`config.mk`:
```
export PLATFORM = sky130hd
export DESIGN_NAME = elastic_upsizer
export DESIGN_NICKNAME = d
export VERILOG_FILES = /design/src/rtl/elastic_pkg.sv /design/src/rtl/elastic_out_reg.sv /design/src/rtl/elastic_upsizer.sv
export SDC_FILE = /design/constraint.sdc
export NUM_CORES = 1
export LEC_CHECK = 0
export CORE_MARGIN = 1.5
export CORE_UTILIZATION = 50
export DETAILED_ROUTE_END_ITERATION = 7
export PLACE_DENSITY = 0.76
export SLEW_MARGIN = 40
export SYNTH_ARGS = -nofsm -noshare
export SYNTH_HDL_FRONTEND = slang
export SYNTH_SLANG_ARGS = --single-unit
```
`constraint.sdc`:
```
create_clock -name clk -period 5.83 [get_ports clk]
set_input_delay 1.166 -clock clk [delete_from_list [all_inputs] [get_ports clk]]
set_output_delay 1.166 -clock clk [all_outputs]
set_load 0.1 [all_outputs]
```
`src/rtl/elastic_pkg.sv`:
```
// Shared helpers for the elastic FIFO family: lane-index width and handshake fire.
package elastic_pkg;

  // Width of a counter that indexes n lanes (never narrower than one bit).
  function automatic int unsigned lane_idx_w(input int unsigned n);
    if (n > 32'd1) begin
      return $clog2(n);
    end else begin
      return 32'd1;
    end
  endfunction

  // A transfer happens when both sides of a valid/ready pair agree.
  function automatic logic hs_fire(input logic valid, input logic ready);
    return valid & ready;
  endfunction

endpackage

```
`src/rtl/elastic_out_reg.sv`:
```
// Registered output word with valid flag; holds the word until the consumer takes it.
// A load in the same cycle as a consume replaces the word and keeps valid asserted.
module elastic_out_reg #(
  parameter int WIDTH = 32
) (
  input  logic             clk,
  input  logic             rst,
  input  logic             load,
  input  logic [WIDTH-1:0] din,
  input  logic             ready,
  output logic [WIDTH-1:0] dout,
  output logic             valid
);

  // Load a new word, drop valid once the consumer takes it, otherwise hold.
  always_ff @(posedge clk) begin
    if (rst) begin
      dout  <= {WIDTH{1'b0}};
      valid <= 1'b0;
    end else if (load) begin
      dout  <= din;
      valid <= 1'b1;
    end else if (valid & ready) begin
      valid <= 1'b0;
    end else begin
      valid <= valid;
    end
  end

endmodule

```
`src/rtl/elastic_upsizer.sv`:
```
// Packs RATIO narrow beats into one wide word (first beat in the LSB lane) and
// presents it through a registered valid/ready output stage.
// Optional feature macro: ELASTIC_UPSIZER_LAST_EN adds last_in (early word
// termination, upper lanes zeroed) and beats_out (beats carried by the word).
module elastic_upsizer
  import elastic_pkg::*;
#(
  parameter  int DATA_IN_SIZE  = 8,
  parameter  int RATIO         = 4,
  localparam int DATA_OUT_SIZE = DATA_IN_SIZE * RATIO
) (
  input  logic                     clk,
  input  logic                     rst,
  input  logic [DATA_IN_SIZE-1:0]  data_in,
  input  logic                     valid_in,
  output logic                     ready_in,
  output logic [DATA_OUT_SIZE-1:0] data_out,
  output logic                     valid_out,
  input  logic                     ready_out
`ifdef ELASTIC_UPSIZER_LAST_EN
  ,
  input  logic                     last_in,
  output logic [$clog2(RATIO):0]   beats_out
`endif
);

  localparam int CNT_W   = lane_idx_w(RATIO);
  localparam int BEATS_W = $clog2(RATIO) + 1;
  localparam int ACC_W   = DATA_IN_SIZE * (RATIO - 1);
  localparam logic [CNT_W-1:0] CNT_MAX = CNT_W'(RATIO - 1);

`ifdef ELASTIC_UPSIZER_LAST_EN
  localparam int PAY_W = DATA_OUT_SIZE + BEATS_W;
`else
  localparam int PAY_W = DATA_OUT_SIZE;
`endif

  logic [CNT_W-1:0]         cnt_r;
  logic [ACC_W-1:0]         acc_r;
  logic [DATA_OUT_SIZE-1:0] acc_ext_s;
  logic [DATA_OUT_SIZE-1:0] word_s;
  logic [PAY_W-1:0]         payload_s;
  logic [PAY_W-1:0]         payload_q_s;
  logic                     final_beat_s;
  logic                     ready_s;
  logic                     fire_s;

  // A beat closes the word when it fills the top lane (or is flagged last).
`ifdef ELASTIC_UPSIZER_LAST_EN
  assign final_beat_s = (cnt_r == CNT_MAX) | last_in;
`else
  assign final_beat_s = (cnt_r == CNT_MAX);
`endif

  // Only a closing beat needs room in the output register; reset forces ready
  // so beats offered during reset are taken and then ignored.
  assign ready_s  = rst | ~final_beat_s | ~valid_out | ready_out;
  assign ready_in = ready_s;
  assign fire_s   = hs_fire(valid_in, ready_s) & ~rst;

  // Assemble the outgoing word: stored lanes below cnt, the live beat at cnt, zeros above.
  always_comb begin
    acc_ext_s = {{DATA_IN_SIZE{1'b0}}, acc_r};
    word_s    = {DATA_OUT_SIZE{1'b0}};
    for (int j = 0; j < RATIO; j++) begin
      if (j < int'(cnt_r)) begin
        word_s[j*DATA_IN_SIZE +: DATA_IN_SIZE] = acc_ext_s[j*DATA_IN_SIZE +: DATA_IN_SIZE];
      end else if (j == int'(cnt_r)) begin
        word_s[j*DATA_IN_SIZE +: DATA_IN_SIZE] = data_in;
      end else begin
        word_s[j*DATA_IN_SIZE +: DATA_IN_SIZE] = {DATA_IN_SIZE{1'b0}};
      end
    end
  end

`ifdef ELASTIC_UPSIZER_LAST_EN
  assign payload_s = {BEATS_W'(cnt_r) + BEATS_W'(1), word_s};
  assign beats_out = payload_q_s[PAY_W-1 -: BEATS_W];
`else
  assign payload_s = word_s;
`endif
  assign data_out = payload_q_s[DATA_OUT_SIZE-1:0];

  // Beat counter: advance on each non-final beat, wrap to lane 0 on the final one.
  always_ff @(posedge clk) begin
    if (rst) begin
      cnt_r <= {CNT_W{1'b0}};
    end else if (fire_s) begin
      if (final_beat_s) begin
        cnt_r <= {CNT_W{1'b0}};
      end else begin
        cnt_r <= cnt_r + CNT_W'(1);
      end
    end else begin
      cnt_r <= cnt_r;
    end
  end

  // Accumulator lanes: capture a non-final beat into its lane; contents need no reset.
  always_ff @(posedge clk) begin
    if (fire_s && !final_beat_s) begin
      acc_r[int'(cnt_r)*DATA_IN_SIZE +: DATA_IN_SIZE] <= data_in;
    end else begin
      acc_r <= acc_r;
    end
  end

  elastic_out_reg #(
    .WIDTH (PAY_W)
  ) u_out_reg (
    .clk   (clk),
    .rst   (rst),
    .load  (fire_s & final_beat_s),
    .din   (payload_s),
    .ready (ready_out),
    .dout  (payload_q_s),
    .valid (valid_out)
  );

endmodule

```
Yosys cells after proc, flatten, opt, wreduce, memory -nomap -nowiden
Cells that the tools add are included.
{"block": "totals", "out_inout_bits": 34, "ff_bits": 59, "wordCells": 40, "input_bits": 12}
{"block": "classes", "bitwise_logic": 10, "n_reduce_logical": 4, "n_lt_le_gt_ge": 3, "n_shift": 2, "add_sub_neg": 2, "n_mux": 11, "n_eq_ne": 4}
{"operator": "2-to-1 mux 8 bit", "n": 7}
{"operator": "negation 5 -> 33 bit", "n": 1}
{"operator": "variable shift 8 x 33 -> 24 bit, first input constant", "n": 1}
{"operator": "indexed part select 8 x 33 -> 24 bit", "n": 1}
{"operator": "bitwise mux 24 bit", "n": 1}
{"operator": "AND 1 bit", "n": 4}
{"operator": "equality test 2 bit, first input constant", "n": 2}
{"operator": "less-than comparator 1 x 2 -> 1 bit, first input constant", "n": 2}
{"operator": "inverter 1 bit", "n": 3}
{"operator": "OR 1 bit", "n": 3}
{"operator": "adder 2 x 1 -> 2 bit, second input constant", "n": 1}
{"operator": "equality test 1 x 2 -> 1 bit, first input constant", "n": 1}
{"operator": "equality test 2 bit, second input constant", "n": 1}
{"operator": "zero test 2 bit", "n": 1}
{"operator": "less-than comparator 2 bit, first input constant", "n": 1}
{"operator": "2-to-1 mux 1 bit", "n": 2}
{"operator": "2-to-1 mux 2 bit", "n": 1}
{"operator": "nonzero test 2 bit", "n": 1}
{"operator": "logical AND 1 bit", "n": 1}
{"operator": "zero test 1 bit", "n": 1}

Depth between registers and ports, before layout
{"block": "depth", "ltp_word": 9, "depth_mapped": 7, "mapped_depth_nobuf": 5}

Cells and area by module
Synthesis repeated with hierarchy kept, for this count alone.
{"block": "hier_totals", "hier_cells": 238, "hier_area_um2": 2675.1}
{"mod": "elastic_upsizer", "seq_area_each_um2": 760.7, "n_inst": 1, "area_per_inst_um2": 1470.2, "cells_each": 130}
{"mod": "elastic_out_reg", "seq_area_each_um2": 660.6, "n_inst": 1, "area_per_inst_um2": 1204.9, "cells_each": 108}

Worst setup path before layout
No wires, ideal clock.
{"block": "synth_path", "kind": "input -> output", "from": "in ready_out", "to": "out ready_in", "arrival_time_ps": 2318, "t_required_ps": 4664, "slack_ps": 2346, "path_buffers": 1, "path_stages": 3, "path_cell_list": "and2b_1 -> buf_2 -> nand3_1"}
{"block": "synth_via", "elab_chain_len": 1}
{"item": "start, declared", "line_no": "elastic_upsizer.sv:19", "source": "input logic ready_out"}
{"item": "OR 1 bit", "line_no": "elastic_upsizer.sv:57", "source": "assign ready_s = rst | ~final_beat_s | ~valid_out | ready_out;"}
{"item": "end, declared", "line_no": "elastic_upsizer.sv:16", "source": "output logic ready_in,"}
Every way passes these cells.

Worst setup path after layout
{"block": "layout_path", "from": "in rst", "to": "out ready_in"}
{"block": "layout_via", "elab_chain_len": 3}
{"item": "start, declared", "line_no": "elastic_upsizer.sv:13", "source": "input logic rst,"}
{"item": "OR 1 bit (3 in series)", "line_no": "elastic_upsizer.sv:57"}
Every way passes these cells.

==> metrics.csv <==
stage,metric,value,unit
logic_synthesis,syn_area,2640,sq um
routing,drt_iter0_markers,110,
global_routing,grtUsageTotal,22.2,%
clock_network,clock-sinks,59,
floorplanning,die_area,5720,sq um
global_routing,grt_pass1_wl,8.96,mm
floorplanning,fp.dieW,75.6,um
routing,wire_per_inst,16.0,um
worst_setup_path,timing_worst_setup_path_type,input pin to primary output,
sta,fin_skew,0.00643,ns
worst_setup_path,end_kind,primary output,
min_path,hold_start,u_out_reg.dout[29]$_SDFFE_PP0P_,
worst_setup_path,crit_arrival,2.50,ns
min_path,min_path_type,register to register,
power_and_ir_drop,leakage,1.25,nW
logic_synthesis,yosysWarnings,0,
logic_synthesis,synth-edff-count,24,
clock_network,cts_max_level,3,
clock_network,cts_root_buf,clkbuf_8,
worst_setup_path,cp_data_required_time,4.66,ns
cells_and_area,final_common_cell,a21oi_1,
power_and_ir_drop,total_power,0.00100,W
logic_synthesis,ys.flop_type,dfxtp_1,
global_routing,grt_max_degree,39,
min_path,hold_end,u_out_reg.dout[29]$_SDFFE_PP0P_,
cells_and_area,fin_cells,351,
cells_and_area,antenna_cells,0,
routing,dr.pass1.iters,4,
run,drv_cap,0,
placement,portBuffers,45,
sta,setup_violations,0,
worst_setup_path,crit_start,rst,
floorplanning,chipHeight,75.6,um
logic_synthesis,yosysUniqueCellTypes,28,
routing,met1Wirelength,2.80,mm
global_routing,grt_pass1_vias,1758,
routing,dr.max_layer_used,met4,
worst_setup_path,worstPathMaxFanout,38,
cells_and_area,layout_common_cells,"a21oi_1, dfxtp_1, buf_2, and2_1, edfxtp_1",
logic_synthesis,synth-seq-cells,59,
logic_synthesis,syn_inst,237,
routing,drc_errors,0,
worst_setup_path,reg2reg_to,acc_r[8]$_DFFE_PP_,
logic_synthesis,synth_nets,256,
power_and_ir_drop,powerDensity,317,nW/um^2
logic_synthesis,yosysSeqAreaShare,53.9,%
clock_network,worstSkewPairLatency,0.34,ns
clock_network,cts_buffers,9,
sta,timing.fmax,273,MHz
floorplanning,start_util,51.7,%
cells_and_area,areaGrowthSynthToFinish,19.6,%
sta,worst_pin_slew,0.713,ns
placement,dp_cells,335,
worst_setup_path,r2r-start,cnt_r[1]$_SDFFE_PP0N_,
placement,place_congestion,0.824,
sta,hold_viol,0,
routing,detail-route-antenna-nets,0,
min_path,hold_path_depth,2,
routing,wl_met3,252,um
placement,hpwl,3.53,mm
routing,viasPerCell,5.52,
cells_and_area,drive_gt1_share,21.4,%
sta,rsz0062_at_grt,false,
routing,via_count,1937,
sta,finalCritPeriodShare,62.9,%
global_routing,antenna_found_initial,0,
floorplanning,rows,26,
worst_setup_path,r2r_cells,4,
sta,finalSetupTns,0,ns
clock_network,cts_tree,done,
clock_network,postCtsSetupRepairBufs,0,
logic_synthesis,syn_area_per_cell,11.1,sq um
clock_network,clockBufferDepth,2,
clock_network,hold_buffers,0,
worst_setup_path,start_kind,input pin,
sta,slew_headroom,52.4,%
floorplanning,coreArea,5110,sq um
routing,met2WireLength,2.42,mm
status,status,completed,
floorplanning,io_pins,46,
cells_and_area,final_net_count,295,
cells_and_area,fillCellCount,449,
worst_setup_path,ff2ff_setup_slack,3.54,ns
global_routing,grt_overflow,0,
sta,fin_crit,3.67,ns
routing,wl,5.63,mm
power_and_ir_drop,worst_ir_drop_vdd,0.000183,V
clock_network,clkSlewWorstSetupHoldPaths,0.07,ns
logic_synthesis,synthArstFlopShare,0,%
sta,holdWs,0.475,ns
sta,finalMaxSlewViolations,0,
clock_network,post_cts_resized,0,
==> worst max path at each step <==
stage	depth (start not counted)	endpoint
2_1_floorplan	3	ready_in
3_3_place_gp	5	ready_in
3_5_place_dp	5	ready_in
4_1_cts	5	ready_in
5_1_grt	5	ready_in
6_report	5	ready_in
==> power by group <==
| group | switching, W | total [W] | internal [W] |
|---|---|---|---|
| Sequential | 0.00000546 | 0.000443 | 0.000438 |
| Clock | 0.000166 | 0.000471 | 0.000305 |
| Combinational | 0.0000563 | 0.0000868 | 0.0000304 |
| Total | 0.000228 | 0.00100 | 0.000773 |
==> final cells by class <==
type / instances / area, sq um / area share, %
well taps: 70 / 87.6 / 2.77
clock inverters: 5 / 98.8 / 3.13
inverters: 4 / 15.0 / 0.476
repair buffers: 47 / 298 / 9.43
multi-input cells: 155 / 1080 / 34.4
flip-flops and latches: 59 / 1420 / 45.0
clock buffers: 11 / 151 / 4.80
==> registers in the layout, summed over array words and instances (netlist names) <==
| register | count |
|---|---|
| u_out_reg.valid | 1 |
| acc_r | 24 |
| u_out_reg.dout | 32 |
| cnt_r | 2 |
==> through the flow <==
stage	instance area, sq um	setup WS [ns]	utilization, %
3_3_place_gp	3070	2.16	60.0
5_1_grt	3160	2.04	61.8
2_1_floorplan	2640	2.35	-
3_5_place_dp	2900	2.15	56.8
4_1_cts	3150	2.15	61.7
6_report	3160	2.16	61.8
==> metal layers <==
layer  track usage (%)  up-vias
li1                  -      955
met1              30.6      923
met2              32.2       48
met3              6.35       11
met4              10.9        0
met5                 0        -
==> synth_stat cells, drive strengths merged (4+ instances only) <==
library cell  instances  area [sq um]
a211oi               25           213
a21oi                42           210
a22oi                 8          60.1
and2                 27           169
and3b                 9          78.8
buf                  12          96.3
clkbuf                7          27.5
dfxtp                35           701
edfxtp               24           721
ha                    7          87.6
inv                   4          15.0
mux2i                 8          80.1
nand3                 9          45.0
o21ai                 8          40.0
==> worst max-delay path: stages <==
cell and delay (ns):
clkdlybuf4s50_1 0.45, buf_4 0.36, inv_1 0.12, nand3_1 0.11, buf_4 0.29
==> cell families after synthesis <==
| family | Yosys count | share of synthesized area (%) |
|---|---|---|
| compound gates | 86 | 20.7 |
| buf+inv | 23 | 5.26 |
| fa+ha+maj | 7 | 3.32 |
| flops | 59 | 53.9 |
| simple gates | 54 | 13.8 |
| mux | 8 | 3.03 |
(Power assumes the default switching activity.)
